`src/rtl/branch_resolve_if.sv`:
```
// ID-stage branch request bus: decoded branch, operand sources, forward selects
// and the EX/MEM destination info needed for load-use detection.
interface branch_resolve_if;
   logic        id_valid;
   logic [2:0]  id_br_op;
   logic [4:0]  id_rs;
   logic [4:0]  id_rt;
   logic [15:0] id_imm16;
   logic [31:0] id_pc4;
   logic [31:0] rs_data;
   logic [31:0] rt_data;
   logic [31:0] ex_result;
   logic [31:0] mem_result;
   logic [31:0] wr_result;
   logic [1:0]  branchforwardA;
   logic [1:0]  branchforwardB;
   logic [4:0]  ex_rw;
   logic        ex_regWr;
   logic        ex_memtoreg;
   logic [4:0]  mem_rw;
   logic        mem_regWr;
   logic        mem_memtoreg;

   modport master (
      output id_valid, id_br_op, id_rs, id_rt, id_imm16, id_pc4,
             rs_data, rt_data, ex_result, mem_result, wr_result,
             branchforwardA, branchforwardB,
             ex_rw, ex_regWr, ex_memtoreg, mem_rw, mem_regWr, mem_memtoreg
   );

   modport slave (
      input  id_valid, id_br_op, id_rs, id_rt, id_imm16, id_pc4,
             rs_data, rt_data, ex_result, mem_result, wr_result,
             branchforwardA, branchforwardB,
             ex_rw, ex_regWr, ex_memtoreg, mem_rw, mem_regWr, mem_memtoreg
   );
endinterface

```
`src/rtl/branch_resolve.sv`:
```
// ID-stage branch resolution: operand muxing, condition/target evaluation,
// load-use stall sequencing and registered PC redirect / IF-ID flush.
module branch_resolve #(
   parameter int unsigned CNT_W = 32
) (
   input  logic             clk,
   input  logic             rst_n,
   branch_resolve_if.slave  id,
   output logic             br_stall,
   output logic             pc_src,
   output logic [31:0]      br_target,
   output logic             if_flush,
   output logic [CNT_W-1:0] br_total,
   output logic [CNT_W-1:0] br_taken
);

   typedef enum logic [1:0] {
      IDLE   = 2'd0,
      STALL2 = 2'd1,
      STALL1 = 2'd2
   } state_t;

   state_t      state;
   logic [31:0] op_a;
   logic [31:0] op_b;
   logic [31:0] target;
   logic        is_br;
   logic        uses_rt;
   logic        hz_ex;
   logic        hz_mem;
   logic        hazard;
   logic        cond;
   logic        resolve;

   always_comb begin
      op_a = id.rs_data;
      unique case (id.branchforwardA)
         2'b00: op_a = id.rs_data;
         2'b01: op_a = id.ex_result;
         2'b10: op_a = id.mem_result;
         2'b11: op_a = id.wr_result;
         default: op_a = id.rs_data;
      endcase
   end

   always_comb begin
      op_b = id.rt_data;
      unique case (id.branchforwardB)
         2'b00: op_b = id.rt_data;
         2'b01: op_b = id.ex_result;
         2'b10: op_b = id.mem_result;
         2'b11: op_b = id.wr_result;
         default: op_b = id.rt_data;
      endcase
   end

   assign is_br   = id.id_valid & (id.id_br_op != 3'b000) & (id.id_br_op != 3'b111);
   assign uses_rt = (id.id_br_op == 3'b001) | (id.id_br_op == 3'b010);

   // r0 never carries a real load result, so it cannot create a hazard
   assign hz_ex  = id.ex_regWr & id.ex_memtoreg & (id.ex_rw != 5'd0) &
                   ((id.ex_rw == id.id_rs) | (uses_rt & (id.ex_rw == id.id_rt)));
   assign hz_mem = id.mem_regWr & id.mem_memtoreg & (id.mem_rw != 5'd0) &
                   ((id.mem_rw == id.id_rs) | (uses_rt & (id.mem_rw == id.id_rt)));
   assign hazard = hz_ex | hz_mem;

   always_comb begin
      cond = 1'b0;
      unique case (id.id_br_op)
         3'b001: cond = (op_a == op_b);
         3'b010: cond = (op_a != op_b);
         3'b011: cond = ~op_a[31] & (op_a != '0);
         3'b100: cond = op_a[31] | (op_a == '0);
         3'b101: cond = op_a[31];
         3'b110: cond = ~op_a[31];
         default: cond = 1'b0;
      endcase
   end

   assign target  = id.id_pc4 + {{14{id.id_imm16[15]}}, id.id_imm16, 2'b00};
   assign resolve = (state == IDLE) & is_br & ~hazard;

   assign br_stall = rst_n & ((state != IDLE) | (is_br & hazard));

   always_ff @(posedge clk) begin
      if (!rst_n) begin
         state     <= IDLE;
         pc_src    <= 1'b0;
         if_flush  <= 1'b0;
         br_target <= '0;
         br_total  <= '0;
         br_taken  <= '0;
      end else begin
         pc_src   <= 1'b0;
         if_flush <= 1'b0;
         unique case (state)
            IDLE: begin
               if (is_br && hz_ex)
                  state <= STALL2;
               else if (is_br && hz_mem)
                  state <= STALL1;
               else
                  state <= IDLE;
            end
            STALL2: state <= id.id_valid ? STALL1 : IDLE;
            STALL1: state <= IDLE;
            default: state <= IDLE;
         endcase

         if (resolve) begin
            if (br_total != '1)
               br_total <= br_total + 1'b1;
            if (cond) begin
               pc_src    <= 1'b1;
               if_flush  <= 1'b1;
               br_target <= target;
               if (br_taken != '1)
                  br_taken <= br_taken + 1'b1;
            end
         end
      end
   end

endmodule

```
`src/flat_wrapper.sv`:
```
// flat-port wrapper written by rule: the top's interface ports become plain ports
module branch_resolve_flat 
#(
   parameter int unsigned CNT_W = 32
)
  (clk, rst_n, br_stall, pc_src, br_target, if_flush, br_total, br_taken, id_id_valid, id_id_br_op, id_id_rs, id_id_rt, id_id_imm16, id_id_pc4, id_rs_data, id_rt_data, id_ex_result, id_mem_result, id_wr_result, id_branchforwardA, id_branchforwardB, id_ex_rw, id_ex_regWr, id_ex_memtoreg, id_mem_rw, id_mem_regWr, id_mem_memtoreg);
  branch_resolve_if id_i ();
  input  logic clk;
  input  logic rst_n;
  output logic br_stall;
  output logic pc_src;
  output logic [31:0] br_target;
  output logic if_flush;
  output logic [CNT_W-1:0] br_total;
  output logic [CNT_W-1:0] br_taken;
  input wire logic [$bits(id_i.id_valid)-1:0] id_id_valid;
  input wire logic [$bits(id_i.id_br_op)-1:0] id_id_br_op;
  input wire logic [$bits(id_i.id_rs)-1:0] id_id_rs;
  input wire logic [$bits(id_i.id_rt)-1:0] id_id_rt;
  input wire logic [$bits(id_i.id_imm16)-1:0] id_id_imm16;
  input wire logic [$bits(id_i.id_pc4)-1:0] id_id_pc4;
  input wire logic [$bits(id_i.rs_data)-1:0] id_rs_data;
  input wire logic [$bits(id_i.rt_data)-1:0] id_rt_data;
  input wire logic [$bits(id_i.ex_result)-1:0] id_ex_result;
  input wire logic [$bits(id_i.mem_result)-1:0] id_mem_result;
  input wire logic [$bits(id_i.wr_result)-1:0] id_wr_result;
  input wire logic [$bits(id_i.branchforwardA)-1:0] id_branchforwardA;
  input wire logic [$bits(id_i.branchforwardB)-1:0] id_branchforwardB;
  input wire logic [$bits(id_i.ex_rw)-1:0] id_ex_rw;
  input wire logic [$bits(id_i.ex_regWr)-1:0] id_ex_regWr;
  input wire logic [$bits(id_i.ex_memtoreg)-1:0] id_ex_memtoreg;
  input wire logic [$bits(id_i.mem_rw)-1:0] id_mem_rw;
  input wire logic [$bits(id_i.mem_regWr)-1:0] id_mem_regWr;
  input wire logic [$bits(id_i.mem_memtoreg)-1:0] id_mem_memtoreg;
  assign id_i.id_valid = id_id_valid;
  assign id_i.id_br_op = id_id_br_op;
  assign id_i.id_rs = id_id_rs;
  assign id_i.id_rt = id_id_rt;
  assign id_i.id_imm16 = id_id_imm16;
  assign id_i.id_pc4 = id_id_pc4;
  assign id_i.rs_data = id_rs_data;
  assign id_i.rt_data = id_rt_data;
  assign id_i.ex_result = id_ex_result;
  assign id_i.mem_result = id_mem_result;
  assign id_i.wr_result = id_wr_result;
  assign id_i.branchforwardA = id_branchforwardA;
  assign id_i.branchforwardB = id_branchforwardB;
  assign id_i.ex_rw = id_ex_rw;
  assign id_i.ex_regWr = id_ex_regWr;
  assign id_i.ex_memtoreg = id_ex_memtoreg;
  assign id_i.mem_rw = id_mem_rw;
  assign id_i.mem_regWr = id_mem_regWr;
  assign id_i.mem_memtoreg = id_mem_memtoreg;
  branch_resolve #(.CNT_W(CNT_W)) u_core (.clk(clk), .rst_n(rst_n), .id(id_i), .br_stall(br_stall), .pc_src(pc_src), .br_target(br_target), .if_flush(if_flush), .br_total(br_total), .br_taken(br_taken));
endmodule
```
`config.mk`:
```
export PLATFORM = sky130hd
export DESIGN_NAME = branch_resolve_flat
export DESIGN_NICKNAME = d
export VERILOG_FILES = /design/src/rtl/branch_resolve_if.sv /design/src/rtl/branch_resolve.sv /design/src/flat_wrapper.sv
export SDC_FILE = /design/constraint.sdc
export NUM_CORES = 1
export LEC_CHECK = 0
export CAP_MARGIN = 5
export CORE_MARGIN = 2
export CORE_UTILIZATION = 48
export CTS_CLUSTER_SIZE = 28
export DETAILED_ROUTE_END_ITERATION = 7
export HOLD_SLACK_MARGIN = 0.1
export PLACE_DENSITY = 0.88
export REMOVE_ABC_BUFFERS = 1
export SLEW_MARGIN = 5
export SYNTH_ARGS = -nofsm -noshare
export SYNTH_HDL_FRONTEND = slang
export SYNTH_SLANG_ARGS = --single-unit
export TNS_END_PERCENT = 50
```
`constraint.sdc`:
```
create_clock -name clk -period 8.9 [get_ports clk]
set_clock_uncertainty 0.15 [all_clocks]
set_input_delay 1.78 -clock clk [delete_from_list [all_inputs] [get_ports clk]]
set_output_delay 1.78 -clock clk [all_outputs]
set_load 0.02 [all_outputs]
```
; ---- After elaboration in Yosys (flattened, before gate mapping)
; Cells that the tools add are included.
[totals]
register_bits = 99
[classes]
n_addsub = 3
n_eq_ne = 22
mux = 8
bitwise_logic = 23
n_reduce_logical = 15
[op_table]
columns = cell, count
row1 = 32-bit one-hot mux with 4 select lines, 2
row2 = 32-bit by 1-bit adder with 32-bit output (second input constant), 2
row3 = 32-bit inequality test (second input constant), 2
row4 = 32-bit adder, 1
row5 = 32-bit == test, 1
row6 = 32-bit zero test, 1
row7 = 32-bit inequality test, 1
row8 = 32-bit nonzero test, 1
row9 = 5-bit == test, 4
row10 = 1-bit AND, 15
row11 = 5-bit nonzero test, 2
row12 = 3-bit == test (second input constant), 3
row13 = 2-bit == test (second input constant), 4
row14 = 2-bit by 1-bit == test with 1-bit output (second input constant), 3
row15 = 3-bit by 2-bit == test with 1-bit output (second input constant), 2
row16 = 2-bit zero test, 3
row17 = 2-bit two-way mux, 3
row18 = 1-bit bitwise OR, 6
row19 = 1-bit one-hot mux with 6 select lines, 1
row20 = 2-bit AND reduction, 3
row21 = 2-bit one-hot mux with 2 select lines, 1
row22 = 3-bit by 1-bit == test with 1-bit output (second input constant), 1
row23 = 3-bit inequality test (second input constant), 1
row24 = 3-bit AND reduction, 1
row25 = other kinds (5), 7

; ---- Depth between registers and ports, before layout
[depth]
ltp_word = 9
depth_mapped = 12

; ---- Least setup slack after synthesis
; Ideal clock, no wire load.
[synth_path]
path_kind = input -> output
startpoint = input port id_ex_rw[0]
endpoint = output port br_stall
t_arrival_ns = 3.160
required_time_ns = 6.970
path_slack_ns = 3.810
cell_stages = 5
cell_sequence = or4_1 > o211ai_1 > o22ai_1 > nor2b_1 > o31a_1
[synth_between]
elab_chain_len = 8
elab_cells_between_ends = 11
classes_between = eq/ne (2) / bitwise (8) / reduce/logical (1)
[synth_rtl]
columns = element, line
row1 = start: declaration, flat_wrapper.sv:29  ; input wire logic [$bits(id_i.ex_rw)-1:0] id_ex_rw;
row2 = 5-bit == test, branch_resolve.sv:62  ; ((id.ex_rw == id.id_rs) | (uses_rt & (id.ex_rw == id.id_rt)));
row3 = 1-bit AND, branch_resolve.sv:62
row4 = 1-bit bitwise OR, branch_resolve.sv:62
row5 = 1-bit AND (*), branch_resolve.sv:61  ; assign hz_ex = id.ex_regWr & id.ex_memtoreg & (id.ex_rw != 5'd0) &
row6 = 1-bit bitwise OR (*), branch_resolve.sv:65  ; assign hazard = hz_ex | hz_mem;
row7 = 1-bit AND (*), branch_resolve.sv:83  ; assign br_stall = rst_n & ((state != IDLE) | (is_br & hazard));
row8 = 1-bit bitwise OR (*), branch_resolve.sv:83
row9 = 1-bit AND (*), branch_resolve.sv:83
row10 = end: declaration, flat_wrapper.sv:10  ; output logic br_stall;
; Every way passes the cells marked *; elsewhere a longest branch is shown, timed or not.

; ---- Final worst setup path
[layout_path]
startpoint = input port id_ex_rw[2]
endpoint = output port br_stall
; The elaborated chain is that of the path after synthesis.

==> reports/summary.txt <==
DRT
-----------------------------------------------------------------------------------------------
Number of design-rule violations left by the first detailed-router iteration                678
Number of vias per cell after detailed routing                                             6.11
First-pass DRT Iterations                                                                     5
Remaining antenna violation count after routing                                               0
Number of remaining DRC errors                                                                0
Post-detailed-routing wire length                                                       29.2 mm
Wire per inst                                                                           19.7 um
Vias                                                                                       9071

WORST HOLD PATH
-----------------------------------------------------------------------------------------------
Launch point of the worst hold path                                                u_core.state[1]$_SDFF_PN0_
Worst hold path cell count                                                                    1
Hold Crit Class                                                                         reg2reg
Hold Path Sink                                                                     u_core.state[1]$_SDFF_PN0_

FINISH
-----------------------------------------------------------------------------------------------
Post-layout net count                                                                      1525
Total non-filler cell area in the finished layout                                   12200 sq um
Number of filler instances in the final layout                                             1332
Share of layout cells above drive strength 1                                             0.0773
Layout-stage area growth over the synthesis result                                        44.3%

FLOORPLAN
-----------------------------------------------------------------------------------------------
DIE AREA                                                                            18700 sq um
Std cell rows                                                                                48
Io pins                                                                                     341
X dimension of the die                                                                   137 um
Starting density of the core                                                              0.489
Die Ht                                                                                   137 um
Floorplan Core Area                                                                 17300 sq um

CLOCK TREE
-----------------------------------------------------------------------------------------------
Worst-case clock buffer depth                                                                 2
CTS root buffer                                                                    sky130_fd_sc_hd__clkbuf_16
CTS Hold Bufs                                                                                 0
Deepest level of the CTS H-tree                                                               3
Clock tree from TritonCTS                                                                   yes
Total CTS buffers                                                                             9
TritonCTS Sinks                                                                              99
Resized Gates After CTS                                                                       0
Clock input transition at the sequential cells of the worst setup and hold paths        0.06 ns
Number of setup buffers added after CTS                                                       0
Clock latency on the worst-skew pair                                                    0.34 ns

LOGIC SYNTHESIS
-----------------------------------------------------------------------------------------------
Synthesized area                                                                     8470 sq um
Share of flip-flops with an asynchronous set or reset after synthesis                         0
Primary flip-flop cell chosen by synthesis mapping                                 sky130_fd_sc_hd__dfxtp_1
Top cells by instance count after synthesis                                        sky130_fd_sc_hd__dfxtp_1, sky130_fd_sc_hd__nand2_1, sky130_fd_sc_hd__nor2_1
Post-synthesis sequential element count                                                      99
Library cells used by synthesis                                                              63
Most instantiated library cell after synthesis                                     sky130_fd_sc_hd__dfxtp_1
Sequential fraction of the synthesis area                                                 0.234
Synthesized area per cell                                                            8.97 sq um
Share of the synthesized area in the top cell type                                        0.234
Yosys warnings                                                                                0
Library cell occupying the most area in the post-synthesis netlist                 sky130_fd_sc_hd__dfxtp_1
Post-synthesis instance total                                                               944
Top cells by area, synth                                                           sky130_fd_sc_hd__dfxtp_1, sky130_fd_sc_hd__mux4_2, sky130_fd_sc_hd__xnor2_1
Number of enable-type register cells in the synthesized netlist                               0

STA
-----------------------------------------------------------------------------------------------
Setup Viol. Count Final                                                                       0
Setup repair after global routing missed its margin                                       false
Highest Clock Rate                                                                    0.160 GHz
Hold WS                                                                                0.300 ns
Relative slew slack                                                                       0.308
Post-route fraction of the period consumed by the critical path                           0.703
Number of slew-limit violations in the final report                                           0
Final hold vios                                                                               0
Final Critical Period                                                                   6.25 ns
Total negative slack for setup checks                                                      0 ns
Actual slew at the worst max-slew pin                                                   1.04 ns
Final WS setup                                                                          2.65 ns

WORST SETUP PATH
-----------------------------------------------------------------------------------------------
Category of the worst setup path capture point                                     primary output
Largest delay contributor family on the critical path                              buffers and inverters
Worst Path Buf+Inv                                                                            2
Cell occurring most often along the worst timing path                              sky130_fd_sc_hd__clkdlybuf4s50_1
Worst Path Required                                                                     6.97 ns
Critical Path Stages                                                                          7
Kind of start point of the critical path                                             input port
Worst setup path startpoint                                                         id_ex_rw[2]
Cells along the critical path                                                      clkdlybuf4s50_1 > or4_1 > o211ai_1 > o22ai_1 > nor2b_1 > o31a_1 > clkdlybuf4s50_1
Worst Setup Path Type                                                                    in2out
Max FO, Critical Path                                                                         4
Critical path data arrival time                                                         4.32 ns
Slowest stage cell, crit path                                                      sky130_fd_sc_hd__clkdlybuf4s50_1
Critical path's largest stage delay                                                     0.55 ns
Reg-to-Reg Start                                                                   u_core.br_taken[9]$_SDFFE_PN0P_
Reg-to-reg critical path endpoint                                                  u_core.br_taken[31]$_SDFFE_PN0P_
Path depth of the worst reg2reg path                                                          9
R2R Setup Slk                                                                           5.22 ns

PLACEMENT
-----------------------------------------------------------------------------------------------
Placed instance area                                                                11900 sq um
Detailed placement HPWL                                                                 23.5 mm
Pre-CTS setup slack                                                                     2.66 ns
Placer's final routability congestion estimate                                            0.904
Port-buffer cells                                                                           340

GLOBAL ROUTE
-----------------------------------------------------------------------------------------------
Number of global-route vias before repair                                                  8682
Global-route wire length before repair                                                  44.9 mm
GRT Resource Usage Total                                                                  0.308
Maximum number of pins on one net before global-route repair                                 75
Number of antenna violations at the first check in global routing                             5
Overflow after GRT                                                                            0

PWR
-----------------------------------------------------------------------------------------------
Combinational share of power                                                              0.359
Pwr/cell area                                                                       106 nW/um^2
Switching power as a share of total power                                                 0.301
Max rail drop VDD                                                                     0.0845 mV
Power Total                                                                             1.30 mW
Total internal power                                                                     907 uW
Static Leak                                                                             4.30 nW
Clock Power Share                                                                         0.282
P_sw                                                                                     391 uW
Relative contribution of sequential cells to total power                                  0.358

STATUS
-----------------------------------------------------------------------------------------------
Run status                                                                         finished clean

FLOW RUN
-----------------------------------------------------------------------------------------------
Maximum capacitance violations                                                                0

## logic make-up after synthesis
| group | after synthesis | share of synthesized area |
|---|---|---|
| AND/OR/NAND/NOR | 401 | 0.248 |
| AO/OA/AOI/OAI | 146 | 0.117 |
| multiplexers | 112 | 0.227 |
| flip-flops | 99 | 0.234 |
| XOR/XNOR | 82 | 0.0848 |
| buffers and inverters | 72 | 0.0399 |
| adder cells (fa/ha/maj) | 32 | 0.0482 |
## worst max-delay path by stage
stage,end,slack (ns)
after CTS,br_stall,2.65
after global routing,br_stall,2.50
after floorplan,br_stall,3.81
after global placement,br_stall,2.74
after detailed placement,br_stall,2.66
final,br_stall,2.65
## per-layer routing
layer | track usage | part of all wire | wire length [um] | vias to the layer above
met2 | 0.525 | 0.50 | 14600 | 475
met5 | 0 | 0.00045 | 13 | -
met3 | 0.0711 | 0.079 | 2300 | 91
met4 | 0.158 | 0.052 | 1520 | 2
met1 | 0.361 | 0.37 | 10800 | 4287
li1 | - | - | - | 4216
## state kept, by name, summed over array words and instances, names as in the netlist
register,count
u_core.pc_src,1
u_core.br_taken,32
u_core.state,2
u_core.br_total,32
u_core.br_target,32
## stage by stage
step / utilization / std cells
floorplan: - / 893
global placement: 0.690 / 1465
detailed placement: 0.690 / 1465
CTS: 0.706 / 1480
global route: 0.706 / 1483
finish: 0.706 / 1485
## power by group through the flow
| stage | Combinational, mW | Sequential (mW) | Clock (mW) |
|---|---|---|---|
| 2_1_floorplan | 0.230 | 0.490 | 0 |
| 3_5_place_dp | 0.460 | 0.475 | 0 |
| 5_1_grt | 0.502 | 0.466 | 0.392 |
| 4_1_cts | 0.463 | 0.465 | 0.371 |
| 6_report | 0.466 | 0.465 | 0.366 |
| 3_3_place_gp | 0.450 | 0.475 | 0 |
## placed cells by master, fill, tap and decap left out, drive strengths merged, types with 19 or more instances in the layout
master and count:
and3 19, o21ai 26, xnor2 56, nand3 36, dfxtp 99, ha 31
nand2b 30, inv 22, clkdlybuf4s50 337, nor2 71, nand2 81, nor4 37
xor2 26, mux2i 48, a21oi 44, mux4 64, nor3 38, nand4 27
## cell type report
cell class,count,area [sq um],area share
Antenna cell,5,12.5,0.00102
Clock buffer,11,243,0.0199
Clock inverter,4,26.3,0.00215
Inverter,21,78.8,0.00645
Multi-Input combinational cell,773,6150,0.504
Sequential cell,99,1980,0.162
Tap cell,225,282,0.0230
Timing Repair Buffer,347,3440,0.282
No activity file was read; power rests on OpenSTA's default activity.
